### src/rtl/frame_fft_scheduler_if.sv
// Signal bundle between frame_fft_scheduler and its neighbours (vga, mic_sampler, fft_16point).
// The scheduler takes the slave view. The environment or bench takes the master view.
interface frame_fft_scheduler_if #(
    parameter int DATA_W = 18
);
    logic                   vblank;
    logic                   samp_start;
    logic                   samp_done;
    logic                   fft_start;
    logic                   fft_done;
    logic [16*DATA_W-1:0]   fft_re;
    logic [16*DATA_W-1:0]   bars;
    logic                   bars_valid;
    logic                   busy;
    logic                   overrun;
    logic                   timeout;
    logic                   err_clr;

    modport master (
        output vblank, samp_done, fft_done, fft_re, err_clr,
        input  samp_start, fft_start, bars, bars_valid, busy, overrun, timeout
    );

    modport slave (
        input  vblank, samp_done, fft_done, fft_re, err_clr,
        output samp_start, fft_start, bars, bars_valid, busy, overrun, timeout
    );
endinterface

### src/rtl/frame_fft_scheduler.sv
// Runs one capture -> FFT -> bar-height update sequence per vblank rising edge.
// New bars are published atomically, and hung stages and frame overruns are flagged.
module frame_fft_scheduler #(
    parameter int DATA_W      = 18,
    parameter int TIMEOUT     = 4096,
    parameter int DECAY_SHIFT = 3
) (
    input  logic                 clk,
    input  logic                 rst,
    frame_fft_scheduler_if.slave bus
);
    localparam int                CNT_W    = $clog2(TIMEOUT);
    localparam logic [CNT_W-1:0]  CNT_LAST = CNT_W'(TIMEOUT - 1);
    localparam logic [DATA_W-1:0] RE_MIN   = {1'b1, {(DATA_W-1){1'b0}}};
    localparam logic [DATA_W-1:0] MAG_MAX  = {1'b0, {(DATA_W-1){1'b1}}};

    typedef enum logic [2:0] {
        S_IDLE,
        S_SAMPLE,
        S_FFT,
        S_LOAD,
        S_COMMIT
    } state_e;

    state_e              state_q, state_d;
    logic                entered_q;
    logic                vb_q;
    logic                rise;
    logic [CNT_W-1:0]    cnt_q;
    logic                cnt_last;
    logic                samp_to;
    logic                fft_to;
    logic [3:0]          idx_q;
    logic [DATA_W-1:0]   snap_q [16];
    logic [DATA_W-1:0]   work_q [16];
    logic [DATA_W-1:0]   bars_q [16];
    logic                bars_valid_q;
    logic                overrun_q;
    logic                timeout_q;
    logic [DATA_W-1:0]   re_sel;
    logic [DATA_W-1:0]   old_bar;
    logic [DATA_W-1:0]   mag;
    logic [DATA_W-1:0]   dec;
    logic [DATA_W-1:0]   load_val;
    logic [16*DATA_W-1:0] bars_flat;
    logic                samp_start;
    logic                fft_start;

    assign rise     = bus.vblank & ~vb_q;
    assign cnt_last = (cnt_q == CNT_LAST);
    // A done pulse in the final allowed cycle takes priority over the timeout.
    assign samp_to  = (state_q == S_SAMPLE) && !bus.samp_done && cnt_last;
    assign fft_to   = (state_q == S_FFT) && !bus.fft_done && cnt_last;

    // entered_q marks the first cycle after each state change; the start pulses are built from it.
    always_ff @(posedge clk or negedge rst) begin
        if (!rst) begin
            state_q   <= S_IDLE;
            entered_q <= 1'b0;
        end else begin
            state_q   <= state_d;
            entered_q <= (state_d != state_q);
        end
    end

    // NOTE: always_comb assigns a default first, so no path can infer a latch.
    always_comb begin
        state_d = state_q;
        unique case (state_q)
            S_IDLE:   if (rise) state_d = S_SAMPLE;
            S_SAMPLE: if (bus.samp_done) state_d = S_FFT;
                      else if (samp_to) state_d = S_IDLE;
            S_FFT:    if (bus.fft_done) state_d = S_LOAD;
                      else if (fft_to) state_d = S_IDLE;
            S_LOAD:   if (idx_q == 4'd15) state_d = S_COMMIT;
            S_COMMIT: state_d = S_IDLE;
            default:  state_d = S_IDLE;
        endcase
    end

    always_comb begin
        samp_start = entered_q && (state_q == S_SAMPLE);
        fft_start  = entered_q && (state_q == S_FFT);
    end

    // Per-bin update: saturating |re| against the decayed previous height.
    always_comb begin
        re_sel  = snap_q[idx_q];
        old_bar = bars_q[idx_q];
        if (re_sel == RE_MIN)
            mag = MAG_MAX;
        else if (re_sel[DATA_W-1])
            mag = DATA_W'(0) - re_sel;
        else
            mag = re_sel;
        dec      = old_bar - (old_bar >> DECAY_SHIFT);
        load_val = (mag > dec) ? mag : dec;
    end

    // NOTE: snapshot/work/bar arrays are reset explicitly. A reset mid-frame must leave nothing stale for the next frame.
    always_ff @(posedge clk or negedge rst) begin
        if (!rst) begin
            vb_q         <= 1'b0;
            cnt_q        <= '0;
            idx_q        <= '0;
            bars_valid_q <= 1'b0;
            overrun_q    <= 1'b0;
            timeout_q    <= 1'b0;
            for (int k = 0; k < 16; k++) begin
                snap_q[k] <= '0;
                work_q[k] <= '0;
                bars_q[k] <= '0;
            end
        end else begin
            vb_q <= bus.vblank;

            if (state_d != state_q)
                cnt_q <= '0;
            else if (state_q == S_SAMPLE || state_q == S_FFT)
                cnt_q <= cnt_q + CNT_W'(1);

            idx_q <= (state_q == S_LOAD) ? idx_q + 4'd1 : 4'd0;

            if (state_q == S_FFT && bus.fft_done)
                for (int k = 0; k < 16; k++)
                    snap_q[k] <= bus.fft_re[k*DATA_W +: DATA_W];

            if (state_q == S_LOAD)
                work_q[idx_q] <= load_val;

            // All sixteen bars move on one edge, so vga never sees a half-updated frame.
            if (state_q == S_COMMIT)
                for (int k = 0; k < 16; k++)
                    bars_q[k] <= work_q[k];

            bars_valid_q <= (state_q == S_COMMIT);

            if (rise && state_q != S_IDLE)
                overrun_q <= 1'b1;
            else if (bus.err_clr)
                overrun_q <= 1'b0;

            if (samp_to || fft_to)
                timeout_q <= 1'b1;
            else if (bus.err_clr)
                timeout_q <= 1'b0;
        end
    end

    always_comb begin
        bars_flat = '0;
        for (int k = 0; k < 16; k++)
            bars_flat[k*DATA_W +: DATA_W] = bars_q[k];
    end

    assign bus.samp_start = samp_start;
    assign bus.fft_start  = fft_start;
    assign bus.bars       = bars_flat;
    assign bus.bars_valid = bars_valid_q;
    assign bus.busy       = (state_q != S_IDLE);
    assign bus.overrun    = overrun_q;
    assign bus.timeout    = timeout_q;
endmodule
### src/flat_wrapper.sv
// flat-port wrapper written by rule: the top's interface ports become plain ports
module frame_fft_scheduler_flat 
#(
    parameter int DATA_W      = 18,
    parameter int TIMEOUT     = 4096,
    parameter int DECAY_SHIFT = 3
)
  (clk, rst, bus_vblank, bus_samp_done, bus_fft_done, bus_fft_re, bus_err_clr, bus_samp_start, bus_fft_start, bus_bars, bus_bars_valid, bus_busy, bus_overrun, bus_timeout);
  frame_fft_scheduler_if #(.DATA_W(DATA_W)) bus_i ();
  input  logic clk;
  input  logic rst;
  input wire logic [$bits(bus_i.vblank)-1:0] bus_vblank;
  input wire logic [$bits(bus_i.samp_done)-1:0] bus_samp_done;
  input wire logic [$bits(bus_i.fft_done)-1:0] bus_fft_done;
  input wire logic [$bits(bus_i.fft_re)-1:0] bus_fft_re;
  input wire logic [$bits(bus_i.err_clr)-1:0] bus_err_clr;
  output wire logic [$bits(bus_i.samp_start)-1:0] bus_samp_start;
  output wire logic [$bits(bus_i.fft_start)-1:0] bus_fft_start;
  output wire logic [$bits(bus_i.bars)-1:0] bus_bars;
  output wire logic [$bits(bus_i.bars_valid)-1:0] bus_bars_valid;
  output wire logic [$bits(bus_i.busy)-1:0] bus_busy;
  output wire logic [$bits(bus_i.overrun)-1:0] bus_overrun;
  output wire logic [$bits(bus_i.timeout)-1:0] bus_timeout;
  assign bus_i.vblank = bus_vblank;
  assign bus_i.samp_done = bus_samp_done;
  assign bus_i.fft_done = bus_fft_done;
  assign bus_i.fft_re = bus_fft_re;
  assign bus_i.err_clr = bus_err_clr;
  assign bus_samp_start = bus_i.samp_start;
  assign bus_fft_start = bus_i.fft_start;
  assign bus_bars = bus_i.bars;
  assign bus_bars_valid = bus_i.bars_valid;
  assign bus_busy = bus_i.busy;
  assign bus_overrun = bus_i.overrun;
  assign bus_timeout = bus_i.timeout;
  frame_fft_scheduler #(.DATA_W(DATA_W), .TIMEOUT(TIMEOUT), .DECAY_SHIFT(DECAY_SHIFT)) u_core (.clk(clk), .rst(rst), .bus(bus_i));
endmodule
### config.mk
export PLATFORM = sky130hd
export DESIGN_NAME = frame_fft_scheduler_flat
export DESIGN_NICKNAME = d
export VERILOG_FILES = /design/src/rtl/frame_fft_scheduler_if.sv /design/src/rtl/frame_fft_scheduler.sv /design/src/flat_wrapper.sv
export SDC_FILE = /design/constraint.sdc
export NUM_CORES = 1
export LEC_CHECK = 0
export ABC_CLOCK_PERIOD_IN_PS = 9760
export CORE_MARGIN = 2
export CORE_UTILIZATION = 55
export CTS_CLUSTER_SIZE = 30
export DETAILED_ROUTE_END_ITERATION = 10
export HOLD_SLACK_MARGIN = 0.05
export PLACE_DENSITY = 0.86
export SLEW_MARGIN = 20
export SYNTH_ARGS = -nofsm -noshare
export SYNTH_HDL_FRONTEND = slang
export SYNTH_SLANG_ARGS = --single-unit
### constraint.sdc
create_clock -name clk -period 9.76 [get_ports clk]
set_input_delay 1.952 -clock clk [delete_from_list [all_inputs] [get_ports clk]]
set_output_delay 1.952 -clock clk [all_outputs]
set_load 0.01 [all_outputs]
### Word-level counts from Yosys, hierarchy flattened

Index checks and enable logic that the tools add are counted.

| word-level totals | value |
|---|---|
| memory bits (read-only) | 0 |
| bits in latches | 0 |
| memories kept | 0 |
| register bits | 888 |
| bits in writable memories | 0 |

| operators by class | value |
|---|---|
| muxes and demuxes | 25 |
| shifts and indexed selects | 0 |
| reductions and logical operators | 18 |
| multipliers | 0 |
| order comparisons | 3 |
| bitwise operators | 3 |
| add/subtract/negate cells | 4 |
| div/mod/pow operators | 0 |
| equal/unequal tests | 8 |

Operators by type and width:

| operator | count |
|---|---|
| 288-bit bitwise mux | 1 |
| 18-bit binary-select mux with 4-bit select | 2 |
| 18-bit two-way mux | 8 |
| 18-bit demux with 4-bit select | 1 |
| 12-bit two-way mux | 2 |
| 18-bit equality test (second input constant) | 1 |
| 18-bit greater-than comparator | 1 |
| 3-bit two-way mux | 6 |
| 1-bit by 18-bit subtractor with 18-bit output (first input constant) | 1 |
| 18-bit by 15-bit subtractor with 18-bit output | 1 |
| 12-bit by 1-bit adder with 12-bit output (second input constant) | 1 |
| 12-bit equality test (second input constant) | 1 |
| 3-bit case mux with 4 select lines | 1 |
| 1-bit logical AND | 9 |
| 3-bit by 2-bit equality test with 1-bit output (second input constant) | 2 |
| 2-bit nonzero test | 3 |
| 5-bit greater-or-equal comparator (second input constant) | 1 |
| 5-bit by 1-bit < comparator with 1-bit output (second input constant) | 1 |
| 4-bit inverter with 5-bit output | 1 |
| 4-bit by 1-bit adder with 4-bit output (second input constant) | 1 |
| 4-bit equality test (second input constant) | 1 |
| 4-bit two-way mux | 1 |
| 3-bit by 1-bit equality test with 1-bit output (second input constant) | 1 |
| 3-bit equality test (second input constant) | 1 |
| other kinds (8) | 12 |

### Logic depth before layout (Yosys ltp)

| depth | value |
|---|---|
| word-level depth | 10 |
| depth in mapped cells | 31 |

### Worst setup path after synthesis

Ideal clock, no wire load.

| timing path | value |
|---|---|
| path type | register to register |
| start point | register u_core.idx_q[0] |
| end point | register u_core.work_q[127] in the netlist's numbering |
| stages on the path, launching flop included | 31 |
| library setup time | 0.134 ns |
| slack | 2.762 ns |
| data arrival time | 6.864 ns |
| cell sequence | dfrtp_1 > buf_6 > buf_12 > buf_12 > buf_6 > buf_1 > buf_1 > mux4_2 > mux4_2 > inv_1 > ha_1 > inv_1 > fa_1 > a211oi_1 > o21bai_1 > o22ai_1 > o21ai_0 > a21o_1 > a41oi_1 > xnor2_1 > ha_1 > a211oi_1 > o21ai_0 > a21oi_1 > or2_2 > clkbuf_1 > clkbuf_1 > nand2_1 > o21ai_1 > clkbuf_1 > o21ai_0 |

| on the way | value |
|---|---|
| cells in the longest elaborated chain, start to end | 10 |

RTL lines:

| item | RTL line | source |
|---|---|---|
| start: declaration | frame_fft_scheduler.sv:33 | `logic [3:0] idx_q;` |
| start signal: assignment | frame_fft_scheduler.sv:122 | `idx_q <= (state_q == S_LOAD) ? idx_q + 4'd1 : 4'd0;` |
| 4-bit inverter with 5-bit output (implied by the code) (*) | frame_fft_scheduler.sv:88, frame_fft_scheduler.sv:89, frame_fft_scheduler.sv:129 |  |
| 18-bit binary-select mux with 4-bit select | frame_fft_scheduler.sv:88 | `re_sel = snap_q[idx_q];` |
| 18-bit two-way mux (implied by the code) (2 in a row) | frame_fft_scheduler.sv:88 |  |
| 1-bit by 18-bit subtractor with 18-bit output | frame_fft_scheduler.sv:93 | `mag = DATA_W'(0) - re_sel;` |
| 18-bit two-way mux | frame_fft_scheduler.sv:92 | `else if (re_sel[DATA_W-1])` |
| 18-bit two-way mux | frame_fft_scheduler.sv:90 | `if (re_sel == RE_MIN)` |
| 18-bit greater-than comparator | frame_fft_scheduler.sv:97 | `load_val = (mag > dec) ? mag : dec;` |
| 18-bit two-way mux | frame_fft_scheduler.sv:97 |  |
| 288-bit bitwise mux (*) | frame_fft_scheduler.sv:129 | `work_q[idx_q] <= load_val;` |
| end signal: indexed assignment | frame_fft_scheduler.sv:129 |  |
| end: declaration | frame_fft_scheduler.sv:35 | `logic [DATA_W-1:0] work_q [16];` |

Every way passes the cells marked *; elsewhere a longest branch is shown, timed or not. The select of a mux whose other input is x is not followed.
A chain may end at the register's enable or synchronous reset.

### Final worst setup path

| timing path | value |
|---|---|
| start point | register u_core.idx_q[0] |
| end point | register u_core.work_q[243] in the netlist's numbering |

Same word-level chain as after synthesis.

==> reports/summary.log <==
[logic_synthesis] number of synthesis warnings 0
[cts] H-tree levels 3
[logic_synthesis] cell area after synthesis 39000 um^2
[logic_synthesis] flip-flop and latch count after synthesis 888
[cts] maximum clock path buffer count 3
[cts] CTS tree built
[worst_setup_path] launch point of the worst path u_core.idx_q[0]$_DFF_PN0_
[sta] Max Fclk 0.137 GHz
[routing] post-route DRC violation count 0
[sta] total setup violations reported at the end of the flow 0
[job] Max Cap Viol 0
[power_and_ir_drop] leakage 21.2 nW
[sta] final clock period utilization by the worst path 0.747
[logic_synthesis] share of the yosys chip area belonging to registers 0.569
[global_routing] Global Route Usage Sum 0.325
[outcome] outcome finished clean
[sta] post-route minimum period 7.29 ns
[sta] setup repair after global routing missed its margin no
[logic_synthesis] per-instance average area after synthesis 13.8 um^2
[placed_design] instance area at placement 45700 um^2
[cts] worst-skew pair later-pin latency 0.65 ns
[global_routing] residual overflow from global routing 0
[logic_synthesis] Synth cell types 74
[logic_synthesis] Top FF cell, synth sky130_fd_sc_hd__dfrtp_1
[sta] count of final hold-check violations 0
[logic_synthesis] top area cells in the synthesized netlist sky130_fd_sc_hd__dfrtp_1 57%, sky130_fd_sc_hd__mux2_2 18%, sky130_fd_sc_hd__mux4_2 8.8%, sky130_fd_sc_hd__nand2_1 2.7%, sky130_fd_sc_hd__o21ai_0 2.7%
[worst_setup_path] startpoint type of the worst setup path register
[cts] number of clock sinks 888
[worst_setup_path] Max stage delay on crit path 0.93 ns
[logic_synthesis] Post-synth EDFFs 0
[global_routing] largest net degree at the start of global routing 195
[worst_setup_path] peak fanout along the critical path 48
[global_routing] antenna violations before repair 41
[routing] Vias 27100
[logic_synthesis] ys async rst share 1.00
[worst_setup_path] category of the worst setup path capture point register
[global_routing] vias in the first global route 27700
[routing] First-pass DRT Iterations 5
[logic_synthesis] top cell type's share of synthesized area 0.569
[worst_setup_path] number of gates on the worst path with buffers counted 23
[sta] worst-margin pin slew 1.16 ns
[routing] Routed WL 119000 um
[worst_setup_path] type of the worst setup path register to register
[die] area enclosed by the die boundary 73100 um^2
[die] # rows 97
[worst_setup_path] Max stage delay cell, worst path sky130_fd_sc_hd__dfrtp_4
[cts] setup bufs post-CTS 0
[min_path] WHS Path Cells 2
[layout] layout net count 3709
[sta] clk_skew 0.0614 ns
[worst_setup_path] destination of the critical timing path u_core.work_q[243]$_DFFE_PN0P_
[worst_setup_path] buffering stage count on the worst path with inverters included 3
[logic_synthesis] net count of the mapped netlist 3171
[global_routing] first-pass GRT wire length 178000 um
[sta] final-layout setup total negative slack 0 ns
[worst_setup_path] r2r setup slk 2.47 ns
[global_routing] global-route track usage on met2 0.489
[routing] drt first-iter violations 2630
[global_routing] layer carrying the most global-route usage met2
[die] horizontal die dimension 270 um
[worst_setup_path] crit path cell chain buf_12 > mux4_2 > mux4_2 > inv_1 > ha_1 > inv_1 > fa_1 > a211oi_1 > o21bai_1 > o22ai_1 > o21ai_0 > a21o_1 > a41oi_1 > xnor2_1 > ha_1 > nand3_1 > nor2_1 > nand2_1 > o21ai_0 > or2_2 > a21oi_1 > a22o_1 > o21ai_0
[layout] commonest non-fill, non-tap cells in the layout 884 x sky130_fd_sc_hd__dfrtp_1, 610 x sky130_fd_sc_hd__mux2_2, 586 x sky130_fd_sc_hd__clkdlybuf4s50_1
[cts] clock slew at reported path FFs 0.06 ns
[logic_synthesis] cell type with the highest aggregate area in the netlist sky130_fd_sc_hd__dfrtp_1
[cts] Hold-fix buffers, CTS 0
[layout] leading cell type in the layout, fill and taps excluded sky130_fd_sc_hd__dfrtp_1
[worst_setup_path] dominant cell type by count on the critical path sky130_fd_sc_hd__o21ai_0
[global_routing] met1 track utilization from global routing 0.449
[min_path] source of the worst hold timing path u_core.work_q[223]$_DFFE_PN0P_
[routing] Routed wire per std cell 27.0 um
[die] die height 270 um
[layout] area added between synthesis and finish 25.3%
[routing] number of vias per cell 6.15
[logic_synthesis] synthesized netlist cell count 2837
[placed_design] count of port buffers added during placement 587
[sta] tightest slew margin relative to the limit 0.227
[worst_setup_path] signal arrival time at the worst endpoint 7.74 ns
[worst_setup_path] critical path required time 10.21 ns
[placed_design] global placement routability congestion 0.892
[die] top-level I/O count 588
[min_path] kind of path behind the tightest hold check register to register
[power_and_ir_drop] power per unit of standard cell area 288 nW/um^2
[sta] Slew Limit Fails 0
[worst_setup_path] cell family with the largest share of critical-path delay compound AO/OA/AOI/OAI gates
[die] starting utilization of the core area 0.556
[power_and_ir_drop] Max rail drop VDD 333 uV
[worst_setup_path] depth of the most critical reg-to-reg path 23
[cts] TritonCTS buffer count 89
[global_routing] met3 GRT Util 0.0697
[cts] Post-CTS Resized 0
[worst_setup_path] endpoint of the worst-slack reg-to-reg timing path u_core.work_q[243]$_DFFE_PN0P_
[die] core footprint 70100 um^2
[placed_design] detailed placement HPWL 82300 um
[routing] post-detailed-route count of antenna-violating nets 0
[worst_setup_path] worst reg2reg path startpoint u_core.idx_q[0]$_DFF_PN0_
[cts] Root Buffer sky130_fd_sc_hd__clkbuf_16
[layout] final instance area 48900 um^2
[layout] proportion of layout cells with a drive suffix above 1 0.289
worst min path at each step:
stage,endpoint,slack (ns)
2_1_floorplan,u_core.bus.overrun$_DFFE_PN0P_,0.44
3_3_place_gp,u_core.work_q[52]$_DFFE_PN0P_,0.45
3_5_place_dp,u_core.work_q[243]$_DFFE_PN0P_,0.46
4_1_cts,u_core.bus.bars[29]$_DFFE_PN0P_,0.47
5_1_grt,u_core.work_q[64]$_DFFE_PN0P_,0.50
6_report,u_core.work_q[223]$_DFFE_PN0P_,0.48
synth_stat cells (19+ instances only):
cell type                    n
sky130_fd_sc_hd__buf_1      22
sky130_fd_sc_hd__ha_1       39
sky130_fd_sc_hd__dfrtp_1   888
sky130_fd_sc_hd__a21oi_1    67
sky130_fd_sc_hd__nor2_1     83
sky130_fd_sc_hd__nand2_1   279
sky130_fd_sc_hd__mux2_2    610
sky130_fd_sc_hd__mux4_2    153
sky130_fd_sc_hd__clkbuf_1  120
sky130_fd_sc_hd__buf_2      19
sky130_fd_sc_hd__o21ai_0   208
sky130_fd_sc_hd__a22oi_1    27
sky130_fd_sc_hd__inv_1      31
sky130_fd_sc_hd__nand3_1    22
sky130_fd_sc_hd__xnor2_1    23
sky130_fd_sc_hd__o21ai_1    39
metrics by stage:
step	setup WS [ns]	instances	util	power, mW	hold slack (ns)
floorplan	2.76	2837	-	8.46	0.443
global placement	2.66	4223	0.651	10.2	0.455
detailed placement	2.50	4223	0.651	10.4	0.464
CTS	2.46	4381	0.695	14.0	0.474
global route	1.85	4411	0.697	14.7	0.497
finish	2.47	4413	0.697	14.1	0.475
cell families (layout without fill, tap and decap cells):
kind of cell,count (synthesis),in the layout,synth area share
AOI/OAI and AO/OA,429,429,0.0650
xor gates and xnor gates,32,32,0.00718
adders and majority gates,40,40,0.0130
buffers and inverters,212,817,0.0243
DFF,888,888,0.569
muxes,776,776,0.270
other,0,31,0
and+or+nand+nor,460,460,0.0515
worst reg2reg max path: stages, from the launching register on:
cell,delay [ns]
sky130_fd_sc_hd__dfrtp_4,0.93
sky130_fd_sc_hd__buf_12,0.45
sky130_fd_sc_hd__mux4_2,0.63
sky130_fd_sc_hd__mux4_2,0.48
sky130_fd_sc_hd__inv_1,0.07
sky130_fd_sc_hd__ha_1,0.16
sky130_fd_sc_hd__inv_1,0.06
sky130_fd_sc_hd__fa_1,0.41
sky130_fd_sc_hd__a211oi_1,0.27
sky130_fd_sc_hd__o21bai_1,0.14
sky130_fd_sc_hd__o22ai_1,0.26
sky130_fd_sc_hd__o21ai_0,0.23
sky130_fd_sc_hd__a21o_1,0.24
sky130_fd_sc_hd__a41oi_1,0.24
sky130_fd_sc_hd__xnor2_1,0.17
sky130_fd_sc_hd__ha_1,0.28
sky130_fd_sc_hd__nand3_1,0.09
sky130_fd_sc_hd__nor2_1,0.07
sky130_fd_sc_hd__nand2_1,0.05
sky130_fd_sc_hd__o21ai_0,0.09
sky130_fd_sc_hd__or2_2,0.45
sky130_fd_sc_hd__a21oi_1,0.21
sky130_fd_sc_hd__a22o_1,0.88
sky130_fd_sc_hd__o21ai_0,0.29
layer usage:
metal / routed length [um] / up-vias
li1: - / 11400
met2: 55100 / 1284
met4: 6310 / 12
met5: 73 / -
met1: 48000 / 14100
met3: 9560 / 331
flip-flops by register name (all words and copies together), names as in the netlist:
| signal | flops |
|---|---|
| u_core.vb_q | 1 |
| u_core.idx_q | 4 |
| u_core.snap_q | 288 |
| u_core.bus.bars | 288 |
| u_core.entered_q | 1 |
| u_core.work_q | 288 |
| u_core.bus.overrun | 1 |
| u_core.bus.timeout | 1 |
| u_core.bus.bars_valid | 1 |
| u_core.state_q | 3 |
| u_core.cnt_q | 12 |
power breakdown:
group,internal [mW],switching (mW),total [mW]
clock network,2.07,1.47,3.53
registers,4.49,0.581,5.07
logic,2.03,3.46,5.49
cell type report:
class,instances,area (um^2)
Antenna cell,31,77.6
Clock buffer,132,2680
Clock inverter,26,367
Fill cell,4612,21300
Inverter,32,120
Multi-Input combinational cell,1737,15900
Sequential cell,888,22200
Tap cell,940,1180
Timing Repair Buffer,627,6310
(Power assumes the default switching activity.)
